$ cat config.mk
export PLATFORM = sky130hd
export DESIGN_NAME = req_prio_encoder
export DESIGN_NICKNAME = d
export VERILOG_FILES = /design/src/rtl/req_prio_pkg.sv /design/src/rtl/req_prio_encoder_prio_pick.sv /design/src/rtl/req_prio_encoder.sv
export SDC_FILE = /design/constraint.sdc
export NUM_CORES = 1
export LEC_CHECK = 0
export CAP_MARGIN = 10
export CORE_MARGIN = 4
export CORE_UTILIZATION = 45
export DETAILED_ROUTE_END_ITERATION = 12
export PLACE_DENSITY_LB_ADDON = 0.3
export SETUP_SLACK_MARGIN = 0.3
export SLEW_MARGIN = 20
export SYNTH_ARGS = -nofsm -noshare
export SYNTH_HDL_FRONTEND = slang
export SYNTH_HIERARCHICAL = 1
export SYNTH_SLANG_ARGS = --single-unit
$ cat constraint.sdc
create_clock -name clk -period 3.6 [get_ports clk]
set_clock_uncertainty 0.05 [all_clocks]
set_input_delay 0.36 -clock clk [delete_from_list [all_inputs] [get_ports clk]]
set_output_delay 0.36 -clock clk [all_outputs]
set_load 0.005 [all_outputs]
$ cat src/rtl/req_prio_pkg.sv
// Shared constants and helpers for the request priority encoder.
// Latency: n/a (package only).
// Backpressure: n/a (package only).
package req_prio_pkg;

    localparam int DEFAULT_N = 8;

    // Width needed to encode n distinct values, never less than 1 bit.
    function automatic int clog2_safe(input int n);
        if (n <= 2) begin
            return 1;
        end
        return $clog2(n);
    endfunction

    // Number of set bits in a vector of up to 64 lines. Callers zero-extend
    // narrower vectors and cast the result down to their own count width.
    function automatic logic [6:0] popcount(input logic [63:0] v);
        logic [6:0] cnt;
        cnt = '0;
        for (int i = 0; i < 64; i++) begin
            cnt = cnt + 7'(v[i]);
        end
        return cnt;
    endfunction

endpackage

$ cat src/rtl/req_prio_encoder_prio_pick.sv
// Find-first-set over an N-bit mask, searching upward from start and wrapping.
// Latency: purely combinational.
// Backpressure: none; evaluated every cycle.
//
// Ports:
//   mask  - candidate lines
//   start - first index examined (must be < N)
//   any   - at least one mask bit set
//   idx   - first set index at or after start, wrapping; 0 when any=0
module prio_pick #(
    parameter int N = 8,
    parameter int W = 3
) (
    input  logic [N-1:0] mask,
    input  logic [W-1:0] start,
    output logic         any,
    output logic [W-1:0] idx
);

    always_comb begin
        any = 1'b0;
        idx = '0;
        for (int i = 0; i < N; i++) begin
            int j;
            // start + i is below 2N, so one conditional subtract wraps it.
            j = int'(start) + i;
            if (j >= N) begin
                j = j - N;
            end
            if (!any && mask[j]) begin
                any = 1'b1;
                idx = W'(j);
            end
        end
    end

endmodule

$ cat src/rtl/req_prio_encoder.sv
// Sticky request capture serialised onto a binary index, one per handshake.
// Latency: req_i at edge t -> pending after t -> valid_o/code_o after t+1.
// Backpressure: valid_o/code_o hold while !ready_i; requests keep accumulating.
//
// Ports:
//   clk, rst    - rising-edge clock, synchronous active-high reset
//   en          - capture/issue enable; when low, req_i ignored, no new loads
//   req_i       - N request lines (pulses or levels), merged into pending
//   ready_i     - consumer accepts code_o this cycle
//   valid_o     - code_o holds a served index
//   code_o      - index of the served request
//   pending_o   - requests waiting and not yet presented
//   pend_cnt_o  - number of bits set in pending_o
//   multi_o     - more than one request pending
// Build option: define ROUND_ROBIN_EN to rotate the search start past the
// last served index; otherwise index 0 always has highest priority.
module req_prio_encoder
    import req_prio_pkg::*;
#(
    parameter int N = DEFAULT_N,
    localparam int W = clog2_safe(N),
    localparam int CW = clog2_safe(N + 1)
) (
    input  logic          clk,
    input  logic          rst,
    input  logic          en,
    input  logic [N-1:0]  req_i,
    input  logic          ready_i,
    output logic          valid_o,
    output logic [W-1:0]  code_o,
    output logic [N-1:0]  pending_o,
    output logic [CW-1:0] pend_cnt_o,
    output logic          multi_o
);

    logic [N-1:0] pend_q, pend_d;
    logic         valid_q, valid_d;
    logic [W-1:0] code_q, code_d;

    logic         load;
    logic         pick_any;
    logic [W-1:0] pick_idx;
    logic [W-1:0] pick_start;
    logic [N-1:0] sel_oh;

    // Output slot is free when empty or being consumed this cycle.
    assign load   = !valid_q || ready_i;
    assign sel_oh = N'(1) << pick_idx;

`ifdef ROUND_ROBIN_EN
    logic [W-1:0] last_q, last_d;

    // Reset value N-1 makes the very first search begin at index 0.
    assign pick_start = (last_q == W'(N - 1)) ? '0 : last_q + W'(1);
`else
    assign pick_start = '0;
`endif

    prio_pick #(
        .N (N),
        .W (W)
    ) u_pick (
        .mask  (pend_q),
        .start (pick_start),
        .any   (pick_any),
        .idx   (pick_idx)
    );

    always_comb begin
        pend_d  = pend_q;
        valid_d = valid_q;
        code_d  = code_q;
`ifdef ROUND_ROBIN_EN
        last_d  = last_q;
`endif
        if (en) begin
            if (load) begin
                if (pick_any) begin
                    valid_d = 1'b1;
                    code_d  = pick_idx;
                    // Served bit is cleared before merging req_i, so a
                    // same-edge re-request of it is kept as a new request.
                    pend_d  = (pend_q & ~sel_oh) | req_i;
`ifdef ROUND_ROBIN_EN
                    last_d  = pick_idx;
`endif
                end else begin
                    valid_d = 1'b0;
                    code_d  = '0;
                    pend_d  = pend_q | req_i;
                end
            end else begin
                pend_d = pend_q | req_i;
            end
        end else if (valid_q && ready_i) begin
            // Disabled: a presented code may still drain, nothing new loads.
            valid_d = 1'b0;
            code_d  = '0;
        end
    end

    always_ff @(posedge clk) begin
        if (rst) begin
            pend_q  <= '0;
            valid_q <= 1'b0;
            code_q  <= '0;
`ifdef ROUND_ROBIN_EN
            last_q  <= W'(N - 1);
`endif
        end else begin
            pend_q  <= pend_d;
            valid_q <= valid_d;
            code_q  <= code_d;
`ifdef ROUND_ROBIN_EN
            last_q  <= last_d;
`endif
        end
    end

    assign valid_o    = valid_q;
    assign code_o     = code_q;
    assign pending_o  = pend_q;
    assign pend_cnt_o = CW'(popcount(64'(pend_q)));
    // Clearing the lowest set bit leaves something only if two or more were set.
    assign multi_o    = |(pend_q & (pend_q - N'(1)));

endmodule
==> impl.org, run 1 <==
** Run status
- Run status :: complete, no violations

** Timing
- Clock period minus final worst setup slack :: 3.439 ns
- Final number of hold-violating endpoints :: 0
- The worst pin sits at a relative slew slack of 57.94%.
- Setup Total Neg Slack :: 0 ns
- Static timing analysis puts the maximum clock frequency at 290.8 MHz.
- Setup repair after global routing missed its margin :: true
- For the pin with the worst max-slew slack, the measured transition is 0.6251 ns.
- Final slew viol count :: 0
- Share of the clock period used by the worst path after layout :: 95.53%
- Setup violation total in the final timing report :: 0

** Worst hold path
- The path class of the tightest hold or removal check is flop to flop.

** Clock network
- Root cell of the clock tree :: sky130_fd_sc_hd__clkbuf_4
- CTS built an H-tree with a depth of 1.
- Clock tree synthesis inserted a total of 3 buffers.
- Clock-pin slew on the worst setup and hold paths :: 0.08 ns
- Clock tree from TritonCTS :: done
- Counting every sink on the clock net gives 12.
- Clk Latency, worst-skew pair :: 0.28 ns
- The longest clock path from root to sink contains 2 buffers.

** Power and ir drop
- Lkg Pwr :: 0.0008565 µW
- Total Power :: 717.4 µW
- The worst-case IR drop observed on VDD is 260.3 µV.
- Dividing total power by cell area gives a power density of 337.1 nW/µm².

** Synth
- Synthesis instantiated 48 different standard cells from the library.
- Sequential area share after synthesis :: 14.94%
- By area, the combinational part of the netlist is dominated by multiplexers.
- The cell count after synthesis came out at 191.
- For this run, the leading register cell type out of synthesis is sky130_fd_sc_hd__dfxtp_1.
- After synthesis the netlist holds a flip-flop and latch count of 12.
- Count of flip-flops with a built-in enable after synthesis :: 0
- After synthesis, the mean cell area works out to 8.418 µm².
- Cell area after synthesis :: 1608 µm²
- Cell taking the most area after synthesis :: sky130_fd_sc_hd__dfxtp_1
- In the synthesized netlist, mux cells make up 22.80% of the area.
- Yosys printed 6 warnings.
- The top cell type by area accounts for 14.94% of the synthesized area.
- Post-synthesis share of cell area spent on and, or, nand and nor gates :: 22.57%
- The synthesized netlist devotes 17.82% of its cell area to compound gates.
- Adder-cell share of the synthesized area :: 10.43%
- Of all flip-flops after synthesis, the portion carrying an async set or reset was 0%.
- Dominant cells by area after synthesis :: sky130_fd_sc_hd__dfxtp_1 (15%), sky130_fd_sc_hd__mux4_2 (8.4%), sky130_fd_sc_hd__mux2i_1 (7.5%)
- Xor/xnor cell area share of the yosys netlist :: 2.724%

** Worst setup path
- The slowest stage of the critical path belongs to the cell sky130_fd_sc_hd__fa_1.
- Data arrival time of the worst path :: 3.03 ns
- STA puts the critical path data required time at 3.19 ns.
- The worst setup path is launched from a flop.
- Type of the setup path with the least slack :: flop to primary output
- By instance count, the cell type seen most on the critical path is sky130_fd_sc_hd__inv_2.
- For this run, the slowest stage of the critical path takes 0.53 ns.
- Of all nets on the critical path, the largest fanout is 2.
- The worst setup path is captured at a primary output.
- Series of cell instances along the critical path :: fa_1, inv_1, fa_1, fa_2, inv_2, ha_4, inv_2, fa_2, inv_2, buf_6

** GRT
- The first global-routing pass estimated 6699 µm of wire.
- Vias in the first global route :: 1,434
- Across every metal layer, demand over resource in global routing totals 19.21%.
- After global routing the overflow that remains totals 0.
- Entering global routing, the biggest net connects 13 pins.
- Number of antenna violations at the first check in global routing :: 0

** Die
- The die is 67.78 µm tall.
- Chip width :: 67.78 µm
- In this run the count of I/O pins placed on the die edge is 29.
- Core area :: 3390 µm²
- Std cell rows :: 21
- Once the floorplan was initialized, standard cells occupied 47.43% of the core.
- The floorplan step defined a die boundary enclosing 4593 µm².

** Detailed routing
- Wires add up to 4229 µm.
- The first routing iteration left 97 violations.
- The detail route stage leaves a number of antenna-violating nets equal to 0.
- Total number of vias :: 1,624
- DRC errors left :: 0
- Before antenna repair, the detailed router went through 4 iterations.
- Via/cell ratio :: 5.800
- Dividing the detail-routed wire length by the instance count gives 15.10 µm.

** Layout
- Area growth from synthesis to final layout :: 32.37%
- Final-stage net count :: 258
- In the final layout, the share of cells above drive strength 1 is 25.64%.
- The number of antenna diodes in the final layout is 0.
- # fillers :: 290

** Placed design
- Input and output buffers added on the ports amount to 28.
- Detailed-placement wirelength estimate :: 3124 µm
- The congestion estimate from routability-driven global placement came to 0.9185.

** Job
- Number of max-capacitance violations reported :: 0
## final timing paths
| kind | startpoint | endpoint | slack (ns) | cells past startpoint |
|---|---|---|---|---|
| worst max-delay path | pending_o[3] | pend_cnt_o[1] | 0.16 | 10 |
| worst max register to register | pending_o[3] | pending_o[4] | 0.36 | 11 |
| worst min register to register | code_o[2] | code_o[2] | 0.44 | 2 |
| worst min-delay path | code_o[2] | code_o[2] | 0.44 | 2 |
## critical path, delay by kind of cell (launching register included)
family / cells / cell delay (ns)
flops: 1 / 0.33
buf+inv: 5 / 0.30
fa+ha+maj: 5 / 2.13
## cell usage in the layout (no fill, tap or decap), types with 5 or more instances in the layout
master and count:
sky130_fd_sc_hd__a21oi_1 14, sky130_fd_sc_hd__buf_4 10, sky130_fd_sc_hd__clkdlybuf4s50_1 24, sky130_fd_sc_hd__conb_1 9, sky130_fd_sc_hd__dfxtp_1 10, sky130_fd_sc_hd__ha_1 6
sky130_fd_sc_hd__inv_1 18, sky130_fd_sc_hd__mux2_2 6, sky130_fd_sc_hd__mux2i_1 11, sky130_fd_sc_hd__mux4_2 6, sky130_fd_sc_hd__nand2_1 17, sky130_fd_sc_hd__nand3_1 5
sky130_fd_sc_hd__nor2_1 13, sky130_fd_sc_hd__nor3_1 7, sky130_fd_sc_hd__nor4_1 5, sky130_fd_sc_hd__o41ai_2 5
## final cells by class
| cell class | instances | area (µm²) | area share [%] |
|---|---|---|---|
| repair buffers | 38 | 349.1 | 16.40 |
| clock buffers | 4 | 36.28 | 1.705 |
| flip-flops and latches | 12 | 242.7 | 11.41 |
| inverters | 21 | 78.83 | 3.704 |
| multi-input cells | 159 | 1364 | 64.08 |
| well taps | 46 | 57.56 | 2.704 |
## repair_timing
item | 4_1_cts | 5_1_grt
pin swaps | 3 | 6
cloned | 0 | 0
resized for setup | 19 | 14
buffers inserted | 0 | 1
hold buffers | 0 | 0
endpoints found under the setup margin | 5 | 11
## synth_stat cells, types with 3 or more instances
master	instances
sky130_fd_sc_hd__a32oi_1	3
sky130_fd_sc_hd__fa_1	4
sky130_fd_sc_hd__mux2i_1	12
sky130_fd_sc_hd__a21oi_1	14
sky130_fd_sc_hd__xnor2_1	4
sky130_fd_sc_hd__nor3_1	7
sky130_fd_sc_hd__nor4_1	6
sky130_fd_sc_hd__ha_1	7
sky130_fd_sc_hd__nand2_1	17
sky130_fd_sc_hd__inv_1	21
sky130_fd_sc_hd__mux2_2	6
sky130_fd_sc_hd__o41ai_1	8
sky130_fd_sc_hd__nor2_1	13
sky130_fd_sc_hd__mux4_2	6
sky130_fd_sc_hd__dfxtp_1	12
sky130_fd_sc_hd__buf_6	3
sky130_fd_sc_hd__nand3_1	6
## logic make-up after synthesis
family	after synthesis
adder cells (fa/ha/maj)	11
flip-flops	12
AND/OR/NAND/NOR	68
XOR/XNOR	5
AO/OA/AOI/OAI	39
multiplexers	27
buffers and inverters	28
other	1
## power breakdown
part	total, µW	internal (µW)	switching (µW)
clock	109	61.6	47.4
combinational	452	217	236
sequential	156	146	9.95
## flip-flops by register name, indices dropped and copies added (netlist names)
signal     cells
pending_o      8
code_o         3
valid_o        1
## per-layer routing
metal / up-vias / track usage [%] / share of wire (%)
met5: - / 0 / 0
met4: 0 / 6.452 / 2.0
met3: 9 / 2.662 / 3.9
met2: 47 / 31.23 / 48
met1: 775 / 26.04 / 47
li1: 793 / - / -
## through the flow
| step | util [%] | setup WS, ns | instance area [µm²] | cells | hold WS (ns) |
|---|---|---|---|---|---|
| floorplan | - | 0.5449 | 1638 | 199 | 0.3791 |
| global placement | 58.58 | 0.1409 | 1986 | 275 | 0.4239 |
| detailed placement | 58.58 | 0.08607 | 1986 | 275 | 0.4306 |
| CTS | 60.10 | 0.1089 | 2037 | 279 | 0.4484 |
| global route | 62.79 | 0.08824 | 2128 | 280 | 0.4760 |
| finish | 62.79 | 0.1610 | 2128 | 280 | 0.4425 |
(Power assumes the default switching activity.)
==> inputs of run 2 (changes only) <==
CELL_PAD_IN_SITES_DETAIL_PLACEMENT = 0   (was default)
CELL_PAD_IN_SITES_GLOBAL_PLACEMENT = 1   (was default)
CORE_UTILIZATION = 39   (was 45)
==> impl.org, run 2 (synthesized netlist as in run 1, its figures left out) <==
** Detailed routing
- Final Routed Wirelength :: 4555 µm
- In the final routing, the length of wire on met1 measures 2105 µm.
- In the routed design, unresolved DRC markers number 0.
- The first detailed-routing pass ran for 4 iterations.
- The count of nets left with antenna violations once routing finished came out at 0.
- Via/cell ratio :: 5.566
- Detail Route met2 WL :: 2259 µm
- The detailed router placed 1,592 vias in this run.
- Dividing the detail-routed wire length by the instance count gives 15.93 µm.
- Met3 wire length :: 134 µm
- Number of DRC violations after detailed-routing iteration 0 :: 75
- The detailed router used layers up to and including met4.

** Worst setup path
- Data arrival time of the worst path :: 2.98 ns
- Crit-path max FO :: 2
- The cell family contributing the most delay on the critical path is adder cells.
- At the worst endpoint, the required time is 3.19 ns.
- In this design, the stage delay of the slowest critical-path cell is 0.54 ns.
- Together, buffers and inverters on the worst path number 5.
- STA classifies the critical path endpoint as a primary output.
- Reg2reg start :: pending_o[3]
- Measured in cells, the most critical reg-to-reg path has a length of 11.
- Critical path startpoint category :: flop
- The critical path starts at pending_o[3].
- The worst setup path is of the flop to primary output kind.
- Standard cell with the maximum stage delay on the critical path :: sky130_fd_sc_hd__fa_1
- Series of cell instances along the critical path :: fa_1, inv_1, fa_1, fa_1, inv_1, ha_2, inv_2, fa_2, inv_2, buf_6
- CP dominant cell by count :: sky130_fd_sc_hd__fa_1
- In this run the number of cells on the critical path is 10.

** Timing
- Setup repair after global routing could not meet its margin everywhere.
- Static timing analysis puts the maximum clock frequency at 295.0 MHz.
- Setup violations remaining at the end of the flow were counted as 0.
- The worst path needs 3.390 ns of the cycle, external delays included.
- Setup total negative slack on the finished layout was measured at 0 ns.
- Share of the clock period used by the worst path after layout :: 94.17%
- Worst slew pin tran :: 0.5629 ns
- Final slew viol count :: 0
- Relative slew slack :: 62.13%
- The final hold violation count was 0.

** Layout
- Ratio of cells with drive above 1 in the final layout :: 26.27%
- Leaving out fill and tap cells, the most frequent cell in the layout is sky130_fd_sc_hd__clkdlybuf4s50_1.
- The sequential cells in the finished layout cover a total of 242.7 µm².
- Core occupancy in the finished layout :: 54.64%
- In the final layout, the multi-input gates occupy 1393 µm².
- # fillers :: 384
- Leaving out fill and tap cells, the most frequent cells in the layout are sky130_fd_sc_hd__clkdlybuf4s50_1 (24), sky130_fd_sc_hd__inv_1 (19), sky130_fd_sc_hd__nand2_1 (15).
- The register with the most flip-flops in the layout has 8 of them.
- Number of inserted diodes :: 0
- Non-filler cells, final :: 286
- Final-stage net count :: 261
- Area growth from synthesis to final layout :: 35.95%

** Power and ir drop
- After layout, the design draws a total of 748.5 µW.
- In this run the power density over the cells is 342.4 nW/µm².
- Largest voltage drop on the vdd net :: 158.2 µV
- Lkg Pwr :: 0.0008709 µW

** Clock network
- Root cell of the clock tree :: sky130_fd_sc_hd__clkbuf_8
- Clock tree synthesis inserted a total of 3 buffers.
- Clock-pin slew on the worst setup and hold paths :: 0.05 ns
- Clk Latency, worst-skew pair :: 0.24 ns
- Clock tree from TritonCTS :: done
- Number of clock sinks :: 12
- In this run the number of H-tree levels came out at 1.
- The clock passes through at most 2 buffers.

** Worst hold path
- Start point of the worst min-delay path :: code_o[0]
- Hold Crit Class :: flop to flop
- Count of cells along the worst hold path :: 2

** GRT
- Global-route wire length before repair :: 7410 µm
- Largest net degree at the start of global routing :: 13
- The initial antenna violation count is 0.
- Summed over all layers, the global routing overflow is 0.
- Across every metal layer, demand over resource in global routing totals 17.66%.
- The via count of the first global-routing pass was 1,552.

** Die
- The floorplan has 23 rows.
- The die covers 5214 µm².
- Chip width :: 72.21 µm
- For this design the top-level I/O count stands at 29.
- In this run the vertical extent of the chip is 72.21 µm.
- Core area :: 4000 µm²
- For this configuration, the core starts out at a cell density of 40.19%.

** Placed design
- Port buffering added 28 buffers.
- Placer's final routability congestion estimate :: 0.8336
- Placed insts :: 280
- After legalization and detailed placement, the total HPWL measured 3321 µm.

** Run status
- The run finished with clean final reports.

** Job
- Number of max-capacitance violations reported :: 0
-- run 2: area by class of cell --
| type | instances | share of cell area (%) |
|---|---|---|
| inverters | 21 | 3.606 |
| multi-input cells | 159 | 63.71 |
| flip-flops and latches | 12 | 11.10 |
| clock buffers | 3 | 1.889 |
| repair buffers | 41 | 16.83 |
| well taps | 50 | 2.862 |
-- run 2: metal layers --
metal  track usage, %  vias to the layer above
met2            28.72                       33
met4            5.219                        0
met1            24.34                      756
met5                0                        -
met3            2.355                        7
li1                 -                      796
-- run 2: report_power, final --
group | switching, µW | internal, µW | total (µW) | leakage [µW]
registers | 9.69 | 147 | 156 | 0.0000998
logic | 250 | 220 | 470 | 0.000750
clock network | 48.7 | 73.7 | 122 | 0.0000216
-- run 2: worst paths after layout --
kind | end | slack, ns
hold reg to reg | code_o[0] | 0.45
hold / removal | code_o[0] | 0.45
setup / recovery | pend_cnt_o[1] | 0.21
setup reg to reg | pending_o[0] | 0.43
-- run 2: tightest hold or removal path: cells and delay by family, from the launching register on --
| kind | cells | cell delay, ns |
|---|---|---|
| simple gates | 1 | 0.08 |
| flops | 1 | 0.32 |
| compound gates | 1 | 0.06 |
-- run 2: through the flow --
stage | worst slack [ns] | instance area (µm²) | hold WS (ns)
4_1_cts | 0.1058 | 2049 | 0.4465
2_1_floorplan | 0.5449 | 1638 | 0.3791
3_5_place_dp | 0.04453 | 1998 | 0.4334
3_3_place_gp | 0.1118 | 1998 | 0.4304
6_report | 0.2100 | 2186 | 0.4483
5_1_grt | 0.1167 | 2186 | 0.4814
-- run 2: timing repair --
| item | 4_1_cts | 5_1_grt |
|---|---|---|
| setup buffers | 1 | 2 |
| gates resized for setup | 20 | 19 |
| endpoints found under the setup margin | 5 | 12 |
| hold buffers | 0 | 0 |
| pin swaps | 3 | 9 |
==> inputs of run 3 (changes only) <==
REMOVE_ABC_BUFFERS = 1   (was default)
SLEW_MARGIN = 0   (was 20)
==> impl.org, run 3 (synthesized netlist as in run 1, its figures left out) <==
** Run status
- The run finished with clean final reports.

** Detailed routing
- Total number of vias :: 1,627
- Number of detailed-routing iterations run before antenna repair :: 4
- The count of nets left with antenna violations once routing finished came out at 0.
- After the first detailed-routing iteration, the DRC count stood at 90.
- After detailed routing, the number of vias per cell comes to 5.669.
- For this run, design rule violations remaining after detail routing come to 0.
- After detailed routing, the average wire length per cell comes to 16.16 µm.
- Wires add up to 4637 µm.

** Layout
- Max FFs per register :: 8
- Most common library cell in the layout ignoring fill and taps :: sky130_fd_sc_hd__clkdlybuf4s50_1
- Register area :: 241.5 µm²
- Relative to the synthesized area, the layout overhead comes to 37.12%.
- At the end of the flow, the number of nets in the layout was 262.
- Top library cells by usage in the layout, fill and taps aside :: sky130_fd_sc_hd__clkdlybuf4s50_1 (24), sky130_fd_sc_hd__inv_1 (19), sky130_fd_sc_hd__nand2_1 (15)
- Of the cells placed in the final design, the portion with a size suffix greater than 1 is 26.58%.
- In the final layout, the multi-input gates occupy 1406 µm².
- Counting the fill cells in the layout gives 377.
- The repair_antennas step left the layout with diodes totalling 0.

** Worst setup path
- The worst register-to-register path ends at pending_o[5].
- The worst register-to-register path has a depth of 12.
- The worst setup path is of the flop to primary output kind.
- Type of element capturing the critical path :: primary output
- Reg2reg start :: pending_o[3]
- Data arrival time of the worst path :: 2.95 ns
- Worst Path Required :: 3.19 ns
- Crit-path max FO :: 2
- Register-to-register setup slack :: 0.37 ns
- Critical path startpoint category :: flop

** Die
- Die span in y :: 72.21 µm
- From left edge to right edge, the die measures 72.21 µm.
- Starting utilization of the core area :: 40.19%
- Die outline area :: 5214 µm²
- During I/O placement, the number of pins put on the boundary was 29.
- Core area :: 4000 µm²
- The floorplan has 23 rows.

** Worst hold path
- For hold timing, the worst endpoint is code_o[0].
- Count of cells along the worst hold path :: 2
- Hold Crit Class :: flop to flop
- The startpoint identified for the worst hold timing path is code_o[0].

** Clock network
- Number of clock sinks :: 12
- Max clock buf depth :: 2
- H-tree depth reported by CTS :: 1
- TritonCTS built the clock tree.
- TritonCTS buffer count :: 3
- Clock-pin slew was measured on the worst setup and hold paths at 0.05 ns.
- The root buffer cell chosen for the clock tree is sky130_fd_sc_hd__clkbuf_8.
- Buffers inserted to repair hold after CTS numbered 0.
- The clock reaches the later pin of the worst-skew pair after 0.23 ns.

** Timing
- Final number of hold-violating endpoints :: 0
- The final max-slew violation count was 0.
- The worst pin sits at a relative slew slack of 59.07%.
- Share of the clock period used by the worst path after layout :: 93.23%
- Setup violation total in the final timing report :: 0
- Final Hold Slack :: 0.4413 ns
- Timing would allow up to 298.0 MHz.
- Counting I/O delays and the setup requirement, the final critical path takes 3.356 ns.
- At the pin with the least slew margin, the transition time is 0.6084 ns.
- Setup repair after global routing missed its margin :: true
- Setup Total Neg Slack :: 0 ns
- Smallest setup slack after layout :: 0.2438 ns

** Placed design
- Placer's final routability congestion estimate :: 0.8143
- Worst setup slack before clock tree synthesis :: 0.08612 ns
- The count of buffers added on input and output ports is 28.
- Detailed-placement wirelength estimate :: 3363 µm

** Job
- Number of max-capacitance violations reported :: 0

** GRT
- Entering global routing, the biggest net connects 13 pins.
- Global routing used 17.70% of the available tracks.
- Global-route wire length before repair :: 7458 µm
- After global routing the overflow that remains totals 0.
- Vias in the first global route :: 1,558
- Number of antenna violations at the first check in global routing :: 0

** Power and ir drop
- For this design the static power due to leakage is 0.0008728 µW.
- Largest voltage drop on the vdd net :: 266.2 µV
- Power spread over the standard cell area amounts to 339.9 nW/µm².
[run 3: cell types whose count changed in the layout (fill, tap and decap cells not counted), sizes merged]
cell           change
clkdlybuf4s15      +1
[run 3: critical path, stage by stage (launching register included)]
cell                      delay [ns]
sky130_fd_sc_hd__dfxtp_2        0.32
sky130_fd_sc_hd__fa_1           0.53
sky130_fd_sc_hd__inv_1          0.05
sky130_fd_sc_hd__fa_1           0.50
sky130_fd_sc_hd__fa_1           0.43
sky130_fd_sc_hd__inv_2          0.08
sky130_fd_sc_hd__ha_4           0.13
sky130_fd_sc_hd__inv_2          0.03
sky130_fd_sc_hd__fa_2           0.50
sky130_fd_sc_hd__inv_1          0.03
sky130_fd_sc_hd__buf_2          0.11
[run 3: report_power, final]
group / leakage, µW / switching, µW / total (µW) / internal, µW
Combinational: 0.000752 / 253 / 472 / 219
Sequential: 0.0000995 / 10.2 / 157 / 146
Clock: 0.0000216 / 47.3 / 121 / 73.6
[run 3: metrics by stage]
step | utilization [%] | cells | power (µW) | cell area (µm²)
2_1_floorplan | - | 192 | 409.7 | 1580
3_3_place_gp | 49.95 | 280 | 558.7 | 1998
3_5_place_dp | 49.95 | 280 | 560.4 | 1998
4_1_cts | 51.42 | 283 | 684.6 | 2057
5_1_grt | 55.11 | 287 | 805.2 | 2205
6_report | 55.11 | 287 | 749.5 | 2205
[run 3: worst max path at each step]
stage / start / endpoint / slack (ns) / cells after the start
2_1_floorplan: pending_o[1] / pend_cnt_o[1] / 0.54 / 9
3_5_place_dp: pending_o[0] / pend_cnt_o[2] / 0.09 / 10
4_1_cts: pending_o[0] / pend_cnt_o[1] / 0.12 / 10
6_report: pending_o[0] / pend_cnt_o[1] / 0.24 / 10
5_1_grt: pending_o[0] / pend_cnt_o[1] / 0.17 / 10
3_3_place_gp: pending_o[0] / pend_cnt_o[2] / 0.12 / 10
[run 3: per-layer routing]
layer	vias to the layer above	wire length, µm	GRT usage (%)
li1	795	-	-
met5	-	0	0
met2	37	2268	28.72
met4	0	19	2.923
met1	793	2169	24.89
met3	2	180	3.186
[run 3: layout make-up]
| cell class | instances | area share (%) |
|---|---|---|
| clock buffer | 3 | 1.873 |
| inverter | 21 | 3.575 |
| multi-input combinational | 159 | 63.79 |
| sequential | 12 | 10.95 |
| tap | 50 | 2.838 |
| timing repair buffer | 42 | 16.97 |
[run 3: timing repair]
action                     CTS  global route
hold endpoints to repair     0             0
buffers inserted             0             4
gates resized for setup     18            19
gates cloned                 0             0
setup endpoints to repair    8            11
pin swaps                    2             7
